## src/rtl/spi_bitrev_pkg.sv

```systemverilog
// Shared types and helpers for the bit-reversing SPI test slave.
// Holds the FSM state encoding, SPI-mode edge selection and the bit-reverse helper.
package spi_bitrev_pkg;

  typedef enum logic [1:0] {
    IDLE = 2'd0,
    RECV = 2'd1,
    XMIT = 2'd2,
    DONE = 2'd3
  } state_t;

  localparam int MAX_DATA_W = 32;
  localparam int IDX_W      = $clog2(MAX_DATA_W);

  // Data is sampled on the rising sck edge when CPOL==CPHA, otherwise on the falling edge.
  function automatic bit sample_on_rise(input bit cpol, input bit cpha);
    return cpol == cpha;
  endfunction

  function automatic bit drive_on_rise(input bit cpol, input bit cpha);
    return cpol != cpha;
  endfunction

  // Reverses the low 'width' bits of 'word'; bits above 'width' come back as zero.
  function automatic logic [MAX_DATA_W-1:0] bit_reverse(input logic [MAX_DATA_W-1:0] word,
                                                        input int width);
    logic [MAX_DATA_W-1:0] rev;
    rev = '0;
    for (int i = 0; i < MAX_DATA_W; i++) begin
      if (i < width) begin
        rev[IDX_W'(width - 1 - i)] = word[IDX_W'(i)];
      end
    end
    return rev;
  endfunction

endpackage

```

## src/rtl/spi_bitrev_if.sv

```systemverilog
// SPI bus lines between a master and the bit-reversing slave.
interface spi_bitrev_if;
  logic sck;
  logic ss_n;
  logic mosi;
  logic miso;

  modport slave  (input sck, input ss_n, input mosi, output miso);
  modport master (output sck, output ss_n, output mosi, input miso);
endinterface

```

## src/rtl/spi_sync_edge.sv

```systemverilog
// Multi-flop synchroniser for one asynchronous input, plus a history flop
// that turns the synced level into single-clock rise/fall pulses.
module spi_sync_edge #(
  parameter int SYNC_STAGES = 2
) (
  input  logic clock,
  input  logic reset,
  input  logic async_in,
  output logic level,
  output logic rise,
  output logic fall
);

  logic [SYNC_STAGES-1:0] sync_reg;
  logic [SYNC_STAGES-1:0] sync_next;
  logic                   hist_reg;

  genvar gi;
  generate
    for (gi = 0; gi < SYNC_STAGES; gi++) begin : g_stage
      if (gi == 0) begin : g_first
        assign sync_next[gi] = async_in;
      end else begin : g_rest
        assign sync_next[gi] = sync_reg[gi-1];
      end
    end
  endgenerate

  // Clearing to 0 means a line already low at reset release produces no fall edge.
  always_ff @(posedge clock) begin
    if (reset) begin
      sync_reg <= '0;
      hist_reg <= 1'b0;
    end else begin
      sync_reg <= sync_next;
      hist_reg <= sync_reg[SYNC_STAGES-1];
    end
  end

  assign level = sync_reg[SYNC_STAGES-1];
  assign rise  = level & ~hist_reg;
  assign fall  = ~level & hist_reg;

endmodule

```

## src/rtl/spi_bitrev_slave.sv

```systemverilog
// SPI slave that receives one DATA_W-bit word and returns it bit-reversed in
// the same ss_n frame. Everything runs on the system clock; SPI lines are oversampled.
module spi_bitrev_slave
  import spi_bitrev_pkg::*;
#(
  parameter int DATA_W      = 8,
  parameter bit CPOL        = 1'b0,
  parameter bit CPHA        = 1'b0,
  parameter int SYNC_STAGES = 2
) (
  input  logic              clock,
  input  logic              reset,
  spi_bitrev_if.slave       spi,
  output logic [DATA_W-1:0] rx_data,
  output logic              rx_valid,
  output logic              done
);

  localparam int CNT_W       = $clog2(DATA_W + 1);
  localparam bit SAMPLE_RISE = sample_on_rise(CPOL, CPHA);
  localparam bit DRIVE_RISE  = drive_on_rise(CPOL, CPHA);
  localparam int SCK_I       = 0;
  localparam int SS_I        = 1;
  localparam int MOSI_I      = 2;

  logic [2:0] async_vec;
  logic [2:0] lvl;
  logic [2:0] rise_v;
  logic [2:0] fall_v;

  assign async_vec = {spi.mosi, spi.ss_n, spi.sck};

  genvar gi;
  generate
    for (gi = 0; gi < 3; gi++) begin : g_sync
      spi_sync_edge #(
        .SYNC_STAGES (SYNC_STAGES)
      ) u_sync (
        .clock    (clock),
        .reset    (reset),
        .async_in (async_vec[gi]),
        .level    (lvl[gi]),
        .rise     (rise_v[gi]),
        .fall     (fall_v[gi])
      );
    end
  endgenerate

  logic sample_evt;
  logic drive_evt;
  logic ss_fall;
  logic ss_rise;
  logic mosi_s;
  logic unused_sync;

  assign sample_evt  = SAMPLE_RISE ? rise_v[SCK_I] : fall_v[SCK_I];
  assign drive_evt   = DRIVE_RISE  ? rise_v[SCK_I] : fall_v[SCK_I];
  assign ss_fall     = fall_v[SS_I];
  assign ss_rise     = rise_v[SS_I];
  assign mosi_s      = lvl[MOSI_I];
  assign unused_sync = &{1'b0, lvl[SCK_I], lvl[SS_I], rise_v[MOSI_I], fall_v[MOSI_I]};

  state_t            state_reg,    state_next;
  logic [CNT_W-1:0]  bit_cnt_reg,  bit_cnt_next;
  logic [DATA_W-1:0] rx_sr_reg,    rx_sr_next;
  logic [DATA_W-1:0] tx_sr_reg,    tx_sr_next;
  logic [DATA_W-1:0] rx_data_reg,  rx_data_next;
  logic              miso_reg,     miso_next;
  logic              rx_valid_reg, rx_valid_next;
  logic              done_reg,     done_next;

  logic [DATA_W-1:0] new_word;
  logic [DATA_W-1:0] rev_word;

  assign new_word = {rx_sr_reg[DATA_W-2:0], mosi_s};
  assign rev_word = DATA_W'(bit_reverse(MAX_DATA_W'(new_word), DATA_W));

  always_ff @(posedge clock) begin
    if (reset) begin
      state_reg    <= IDLE;
      bit_cnt_reg  <= '0;
      rx_sr_reg    <= '0;
      tx_sr_reg    <= '0;
      rx_data_reg  <= '0;
      miso_reg     <= 1'b0;
      rx_valid_reg <= 1'b0;
      done_reg     <= 1'b0;
    end else begin
      state_reg    <= state_next;
      bit_cnt_reg  <= bit_cnt_next;
      rx_sr_reg    <= rx_sr_next;
      tx_sr_reg    <= tx_sr_next;
      rx_data_reg  <= rx_data_next;
      miso_reg     <= miso_next;
      rx_valid_reg <= rx_valid_next;
      done_reg     <= done_next;
    end
  end

  // ss_n deassertion is tested before any sck edge so it always wins.
  always_comb begin
    state_next    = state_reg;
    bit_cnt_next  = bit_cnt_reg;
    rx_sr_next    = rx_sr_reg;
    tx_sr_next    = tx_sr_reg;
    rx_data_next  = rx_data_reg;
    miso_next     = miso_reg;
    rx_valid_next = 1'b0;
    done_next     = 1'b0;

    case (state_reg)
      IDLE: begin
        miso_next    = 1'b0;
        bit_cnt_next = '0;
        if (ss_fall) begin
          state_next = RECV;
        end
      end

      RECV: begin
        miso_next = 1'b0;
        if (ss_rise) begin
          state_next   = IDLE;
          bit_cnt_next = '0;
        end else if (sample_evt) begin
          rx_sr_next = new_word;
          if (bit_cnt_reg == CNT_W'(DATA_W - 1)) begin
            rx_data_next  = new_word;
            rx_valid_next = 1'b1;
            tx_sr_next    = rev_word;
            bit_cnt_next  = '0;
            state_next    = XMIT;
          end else begin
            bit_cnt_next = bit_cnt_reg + 1'b1;
          end
        end
      end

      XMIT: begin
        if (ss_rise) begin
          state_next   = IDLE;
          miso_next    = 1'b0;
          bit_cnt_next = '0;
        end else if (drive_evt) begin
          miso_next  = tx_sr_reg[DATA_W-1];
          tx_sr_next = {tx_sr_reg[DATA_W-2:0], 1'b0};
        end else if (sample_evt) begin
          bit_cnt_next = bit_cnt_reg + 1'b1;
          if (bit_cnt_reg == CNT_W'(DATA_W - 1)) begin
            done_next  = 1'b1;
            state_next = DONE;
          end
        end
      end

      DONE: begin
        if (ss_rise) begin
          state_next   = IDLE;
          miso_next    = 1'b0;
          bit_cnt_next = '0;
        end else if (drive_evt) begin
          miso_next = 1'b0;
        end
      end

      default: begin
        state_next   = IDLE;
        miso_next    = 1'b0;
        bit_cnt_next = '0;
      end
    endcase
  end

  assign spi.miso = miso_reg;
  assign rx_data  = rx_data_reg;
  assign rx_valid = rx_valid_reg;
  assign done     = done_reg;

endmodule

```

## src/flat_wrapper.sv

```systemverilog
// flat-port wrapper written by rule: the top's interface ports become plain ports
module spi_bitrev_slave_flat import spi_bitrev_pkg::*;
#(
  parameter int DATA_W      = 8,
  parameter bit CPOL        = 1'b0,
  parameter bit CPHA        = 1'b0,
  parameter int SYNC_STAGES = 2
)
  (clock, reset, rx_data, rx_valid, done, spi_sck, spi_ss_n, spi_mosi, spi_miso);
  spi_bitrev_if spi_i ();
  input  logic clock;
  input  logic reset;
  output logic [DATA_W-1:0] rx_data;
  output logic rx_valid;
  output logic done;
  input wire logic [$bits(spi_i.sck)-1:0] spi_sck;
  input wire logic [$bits(spi_i.ss_n)-1:0] spi_ss_n;
  input wire logic [$bits(spi_i.mosi)-1:0] spi_mosi;
  output wire logic [$bits(spi_i.miso)-1:0] spi_miso;
  assign spi_i.sck = spi_sck;
  assign spi_i.ss_n = spi_ss_n;
  assign spi_i.mosi = spi_mosi;
  assign spi_miso = spi_i.miso;
  spi_bitrev_slave #(.DATA_W(DATA_W), .CPOL(CPOL), .CPHA(CPHA), .SYNC_STAGES(SYNC_STAGES)) u_core (.clock(clock), .reset(reset), .spi(spi_i), .rx_data(rx_data), .rx_valid(rx_valid), .done(done));
endmodule
```

## config.mk

```make
export PLATFORM = sky130hd
export DESIGN_NAME = spi_bitrev_slave_flat
export DESIGN_NICKNAME = d
export VERILOG_FILES = /design/src/rtl/spi_bitrev_pkg.sv /design/src/rtl/spi_bitrev_if.sv /design/src/rtl/spi_sync_edge.sv /design/src/rtl/spi_bitrev_slave.sv /design/src/flat_wrapper.sv
export SDC_FILE = /design/constraint.sdc
export NUM_CORES = 1
export LEC_CHECK = 0
export CORE_ASPECT_RATIO = 1.5
export CORE_MARGIN = 2
export CORE_UTILIZATION = 55
export DETAILED_ROUTE_END_ITERATION = 7
export DONT_BUFFER_PORTS = 1
export HOLD_SLACK_MARGIN = 0.06
export PLACE_DENSITY = 0.81
export SLEW_MARGIN = 20
export SYNTH_ARGS = -nofsm -noshare
export SYNTH_HDL_FRONTEND = slang
export SYNTH_HIERARCHICAL = 1
export SYNTH_SLANG_ARGS = --single-unit
```

## constraint.sdc

```tcl
create_clock -name clock -period 2.2 [get_ports clock]
set_clock_uncertainty 0.2 [all_clocks]
set_input_delay 0 -clock clock [delete_from_list [all_inputs] [get_ports clock]]
set_output_delay 0 -clock clock [all_outputs]
set_load 0.03 [all_outputs]
```

==> flow_metrics.py, run 1 <==
metrics = {
    "pwr": {
        "power_frac_seq_pct": 54.3,
        "finalPower_mw": 1.44,
        "vdd_drop_max_mv": 0.705,
        "p_per_area_mw_per_mm2": 749,
        "swShare_pct": 25.9,
        "cellInternalPower_mw": 1.07,
        "power.share.combinational_pct": 14.7,
        "p_leak_nw": 0.697,
        "clkPwrFrac_pct": 31.0,
        "p_switching_uw": 374,
    },
    "setup_path": {
        "cp_max_fo": 8,
        "critical_path_required_ns": 2.17,
        "slowest_stage": "nor4bb_2",
        "slowest_delay_ns": 0.41,
        "cp.buffers_inverters": 1,
        "end_kind": "flip-flop",
        "arrival_ns": 2.05,
        "crit_family": "simple AND/OR/NAND/NOR gates",
        "critPathKind": "reg2reg",
        "worst_setup_path_start_kind": "flip-flop",
        "path_cells": "inv_1 > ha_1 > nor4bb_2 > nor3b_2 > a211oi_1 > o21ai_0",
    },
    "cells_and_area": {
        "final_cells": 220,
        "fillCellCount": 274,
        "syn_to_final_growth_pct": 11.1,
        "final_core_util_pct": 62.8,
        "drive_gt1_share_pct": 12.2,
        "finalInstanceArea_mm2": 0.00193,
        "num-nets-final": 190,
        "insertedDiodeCount": 0,
    },
    "die": {
        "die_y_um": 72.7,
        "io-pin-count": 16,
        "fp-row-count": 25,
        "start_util_pct": 56.5,
        "core-area_mm2": 0.00307,
        "die_area_mm2": 0.00362,
        "die_x_um": 49.8,
    },
    "clock_network": {
        "clkSinkCount": 40,
        "htree_num_levels": 2,
        "cts_tree": "done",
        "cts_root_buf": "clkbuf_8",
        "cts.path.max_buffers": 2,
        "post_cts_buffers": 0,
        "clk_latency_ns": 0.29,
        "cts_buffers": 5,
        "clk_pin_slew_ns": 0.07,
    },
    "timing": {
        "finalSetupViolCount": 0,
        "worstMarginPinSlew_ns": 0.421,
        "hold_ws_ns": 0.178,
        "clock.fmax_ghz": 0.481,
        "hold_violations": 0,
        "fin_setup_tns_ns": 0,
        "post-route-period-util_pct": 94.6,
        "slew_headroom_pct": 71.9,
        "rsz0062_at_grt": "no",
        "period_minus_slack_ns": 2.08,
        "drv_slew": 0,
        "worst_slack_ns": 0.119,
    },
    "routing": {
        "routed_wl_um": 3430,
        "drt-initial-drc-count": 66,
        "post_drt_via_cell_ratio": 5.78,
        "ant_nets": 0,
        "drc": 0,
        "vias": 1271,
        "drtPass1Iterations": 4,
        "wire_per_inst_um": 15.6,
    },
    "logic_synthesis": {
        "syn_inst": 172,
        "syn-cell-area_mm2": 0.00173,
        "syn_nets": 182,
        "synth_warnings": 6,
        "synth_area_per_cell_um2": 10.1,
    },
    "place": {
        "placed_cell_area_mm2": 0.00177,
        "place.gp.congestion": 0.982,
        "dp_slack_ns": 0.0731,
        "io_buffers": 0,
        "dp.cells": 208,
        "place_hpwl_um": 2330,
    },
    "global_routing": {
        "grt_overflow": 0,
        "grt_use_total_pct": 21.7,
        "grt_pass1_wl_um": 5840,
        "grt_max_degree": 42,
        "grt_pass1_vias": 1312,
        "antenna_found_initial": 0,
    },
    "worst_hold_path": {
        "hold_path_class": "in2reg",
    },
    "run": {
        "max-cap-violations": 0,
    },
    "status": {
        "status": "complete, no violations",
    },
}
[per-layer routing]
layer	vias up	global-route usage (%)	wire length (um)
met5	-	0	0
met4	0	15.7	142
met3	12	6.35	134
met2	36	37.2	1750
met1	603	22.2	1400
li1	620	-	-
[final cells by class]
class | count | area (um2) | area share, %
sequential | 40 | 801 | 41.6
multi-input combinational | 120 | 892 | 46.3
clock inverter | 1 | 5.00 | 0.260
tap | 40 | 50.0 | 2.60
inverter | 4 | 15.0 | 0.780
timing repair buffer | 9 | 90.1 | 4.68
clock buffer | 6 | 72.6 | 3.77
[worst reg2reg max path, delay by kind of cell, from the launching register on]
family | cells | cell delay [ns]
AND/OR/NAND/NOR | 2 | 0.54
AO/OA/AOI/OAI | 2 | 0.40
flip-flops | 1 | 0.39
adder cells (fa/ha/maj) | 1 | 0.35
buffers and inverters | 1 | 0.08
[worst paths after layout]
| check | end | from | cells after the start | slack [ns] |
|---|---|---|---|---|
| max reg2reg | u_core/bit_cnt_reg[3] | u_core/state_reg[0] | 6 | 0.12 |
| max | u_core/bit_cnt_reg[3] | u_core/state_reg[0] | 6 | 0.12 |
| min reg2reg | u_core/g_sync[0].u_sync/sync_reg[1] | u_core/g_sync[0].u_sync/sync_reg[0] | 1 | 0.25 |
| min | u_core/g_sync[2].u_sync/sync_reg[0] | spi_mosi | 2 | 0.18 |
[layout by cell type (no fill, tap or decap), types with 5 or more instances in the layout]
cell / n
mux2i_1: 23
dfxtp_1: 40
clkbuf_8: 5
a21oi_1: 5
nor3_1: 5
nor2_1: 26
ha_1: 5
a211oi_1: 5
nor2b_1: 16
[power groups by stage]
stage / sequential (mW) / clock (mW) / combinational, mW
final: 0.783 / 0.448 / 0.212
after global routing: 0.787 / 0.493 / 0.232
after CTS: 0.782 / 0.465 / 0.207
after detailed placement: 0.798 / 0 / 0.186
after global placement: 0.796 / 0 / 0.172
after floorplan: 0.792 / 0 / 0.165
[timing repair]
action,CTS,global route
endpoints found under the setup margin,0,4
resized for setup,0,3
hold buffers,5,0
endpoints found under the hold margin,40,0
(Power assumes the default switching activity.)
==> run 2, diff against run 1 <==
- CELL_PAD_IN_SITES_DETAIL_PLACEMENT: not set -> 0
- CELL_PAD_IN_SITES_GLOBAL_PLACEMENT: not set -> 1
- CORE_UTILIZATION: 55 -> 48
- PLACE_DENSITY: 0.81 -> 0.8
==> run 2 against run 1 <==
Net effect: via count is 0.24% lower; die area is 14% higher; highest routed layer unchanged; total power is 9.4% higher; worst hold slack better by 0.0046 ns; wire length is 4.6% lower; non-clock buffer count is 1 higher; first-iteration DRC count is 55% lower; register-to-register slack better by 0.14 ns.
==> flow_metrics.py, run 2 (synthesis gave the netlist of run 1 again) <==
metrics = {
    "clock_network": {
        "cts_buffers": 5,
        "cts_root_buf": "clkbuf_8",
        "clk_pin_slew_ns": 0.08,
        "clkSinkCount": 40,
        "cts_tree": "done",
        "clk_latency_ns": 0.29,
        "htree_num_levels": 2,
        "cts.path.max_buffers": 2,
    },
    "routing": {
        "drc": 0,
        "routed_wl_um": 3270,
        "drtPass1Iterations": 4,
        "drt-initial-drc-count": 30,
        "wire_per_inst_um": 14.6,
        "post_drt_via_cell_ratio": 5.66,
        "ant_nets": 0,
        "vias": 1268,
    },
    "timing": {
        "clock.fmax_ghz": 0.514,
        "slew_headroom_pct": 70.4,
        "hold_violations": 0,
        "post-route-period-util_pct": 88.4,
        "drv_slew": 0,
        "finalSetupViolCount": 0,
        "period_minus_slack_ns": 1.95,
        "worstMarginPinSlew_ns": 0.442,
        "fin_setup_tns_ns": 0,
        "rsz0062_at_grt": "no",
    },
    "pwr": {
        "p_leak_nw": 0.712,
        "vdd_drop_max_mv": 0.619,
        "p_per_area_mw_per_mm2": 808,
    },
    "cells_and_area": {
        "final_cell_mix": "40 x dfxtp_1, 26 x nor2_1, 23 x mux2i_1",
        "num-nets-final": 191,
        "final_cells": 224,
        "drive_gt1_share_pct": 12.1,
        "final_common_cell": "dfxtp_1",
        "final_core_util_pct": 56.6,
        "finalInstanceArea_mm2": 0.00195,
        "syn_to_final_growth_pct": 12.6,
        "insertedDiodeCount": 0,
    },
    "worst_hold_path": {
        "hold_path_class": "in2reg",
    },
    "global_routing": {
        "grt_use_total_pct": 18.2,
        "grt_max_degree": 42,
        "grt_pass1_vias": 1275,
        "antenna_found_initial": 0,
        "grt_overflow": 0,
        "grt_pass1_wl_um": 5530,
    },
    "setup_path": {
        "cp_max_fo": 15,
        "crit_family": "simple AND/OR/NAND/NOR gates",
        "path_cells": "nor2b_1 > nand4b_1 > a221oi_4 > buf_4 > nor2_1 > a211oi_1",
        "slowest_delay_ns": 0.35,
        "slowest_stage": "dfxtp_1",
        "critical_path_required_ns": 2.19,
        "worst_setup_path_start_kind": "flip-flop",
        "arrival_ns": 1.94,
        "critPathKind": "reg2reg",
        "cp.buffers_inverters": 1,
        "end_kind": "flip-flop",
    },
    "die": {
        "fp-row-count": 26,
        "die_area_mm2": 0.00412,
        "die_y_um": 77.6,
        "io-pin-count": 16,
        "die_x_um": 53.1,
        "start_util_pct": 50.3,
        "core-area_mm2": 0.00345,
    },
    "place": {
        "place.gp.congestion": 0.863,
        "placed_cell_area_mm2": 0.00178,
        "io_buffers": 0,
        "dp.cells": 211,
        "place_hpwl_um": 2220,
    },
    "run": {
        "max-cap-violations": 0,
    },
    "status": {
        "status": "complete, no violations",
    },
}
==> run 2: changes by cell type in the layout (fill, tap and decap cells not counted), sizes merged <==
cell / previous run / this run
bufinv: 0 / 1
buf: 5 / 6
==> run 2: timing repair <==
item / in CTS / in global routing
buffers inserted: 0 / 0
hold buffers: 5 / 0
setup endpoints to repair: 0 / 2
resized for setup: 0 / 1
endpoints found under the hold margin: 40 / 0
==> run 2: worst reg2reg max path, delay by kind of cell (launching register included) <==
| kind | cells | cell delay [ns] |
|---|---|---|
| AOI/OAI and AO/OA | 2 | 0.47 |
| buffers and inverters | 1 | 0.25 |
| DFF | 1 | 0.35 |
| and+or+nand+nor | 3 | 0.56 |
==> run 2: power by group <==
group          internal, mW  switching, mW
Combinational        0.0940          0.117
Sequential            0.760         0.0222
Clock                 0.337          0.248
Total                  1.19          0.387
==> run 2: through the flow <==
| step | hold slack, ns | setup slack [ns] | total power, mW |
|---|---|---|---|
| floorplan | -0.128 | 0.407 | 0.957 |
| global placement | -0.131 | 0.253 | 0.977 |
| detailed placement | -0.130 | 0.177 | 0.987 |
| CTS | 0.168 | 0.141 | 1.59 |
| global route | 0.194 | 0.106 | 1.65 |
| finish | 0.183 | 0.254 | 1.58 |
==> run 2: path summary, 6_finish.rpt <==
path	startpoint	endpoint	depth (start not counted)	slack (ns)
hold reg to reg	u_core/g_sync[0].u_sync/sync_reg[0]	u_core/g_sync[0].u_sync/sync_reg[1]	1	0.24
setup / recovery	u_core/g_sync[0].u_sync/sync_reg[1]	u_core/tx_sr_reg[4]	6	0.25
hold / removal	spi_ss_n	u_core/g_sync[1].u_sync/sync_reg[0]	2	0.18
setup reg to reg	u_core/g_sync[0].u_sync/sync_reg[1]	u_core/tx_sr_reg[4]	6	0.25
==> run 2: cell type report <==
cell class	instances	area (um2)
Inverter	4	15.0
Clock inverter	2	35.0
Sequential cell	40	801
Timing Repair Buffer	10	97.6
Tap cell	42	52.6
Fill cell	324	1500
Multi-Input combinational cell	120	878
Clock buffer	6	72.6
==> run 2: metal layers <==
layer | vias to the layer above | track usage, % | wire (um)
met5 | - | 0 | 0
met1 | 616 | 19.3 | 1340
met4 | 0 | 8.46 | 70
li1 | 625 | - | -
met2 | 20 | 31.3 | 1730
met3 | 7 | 5.77 | 126
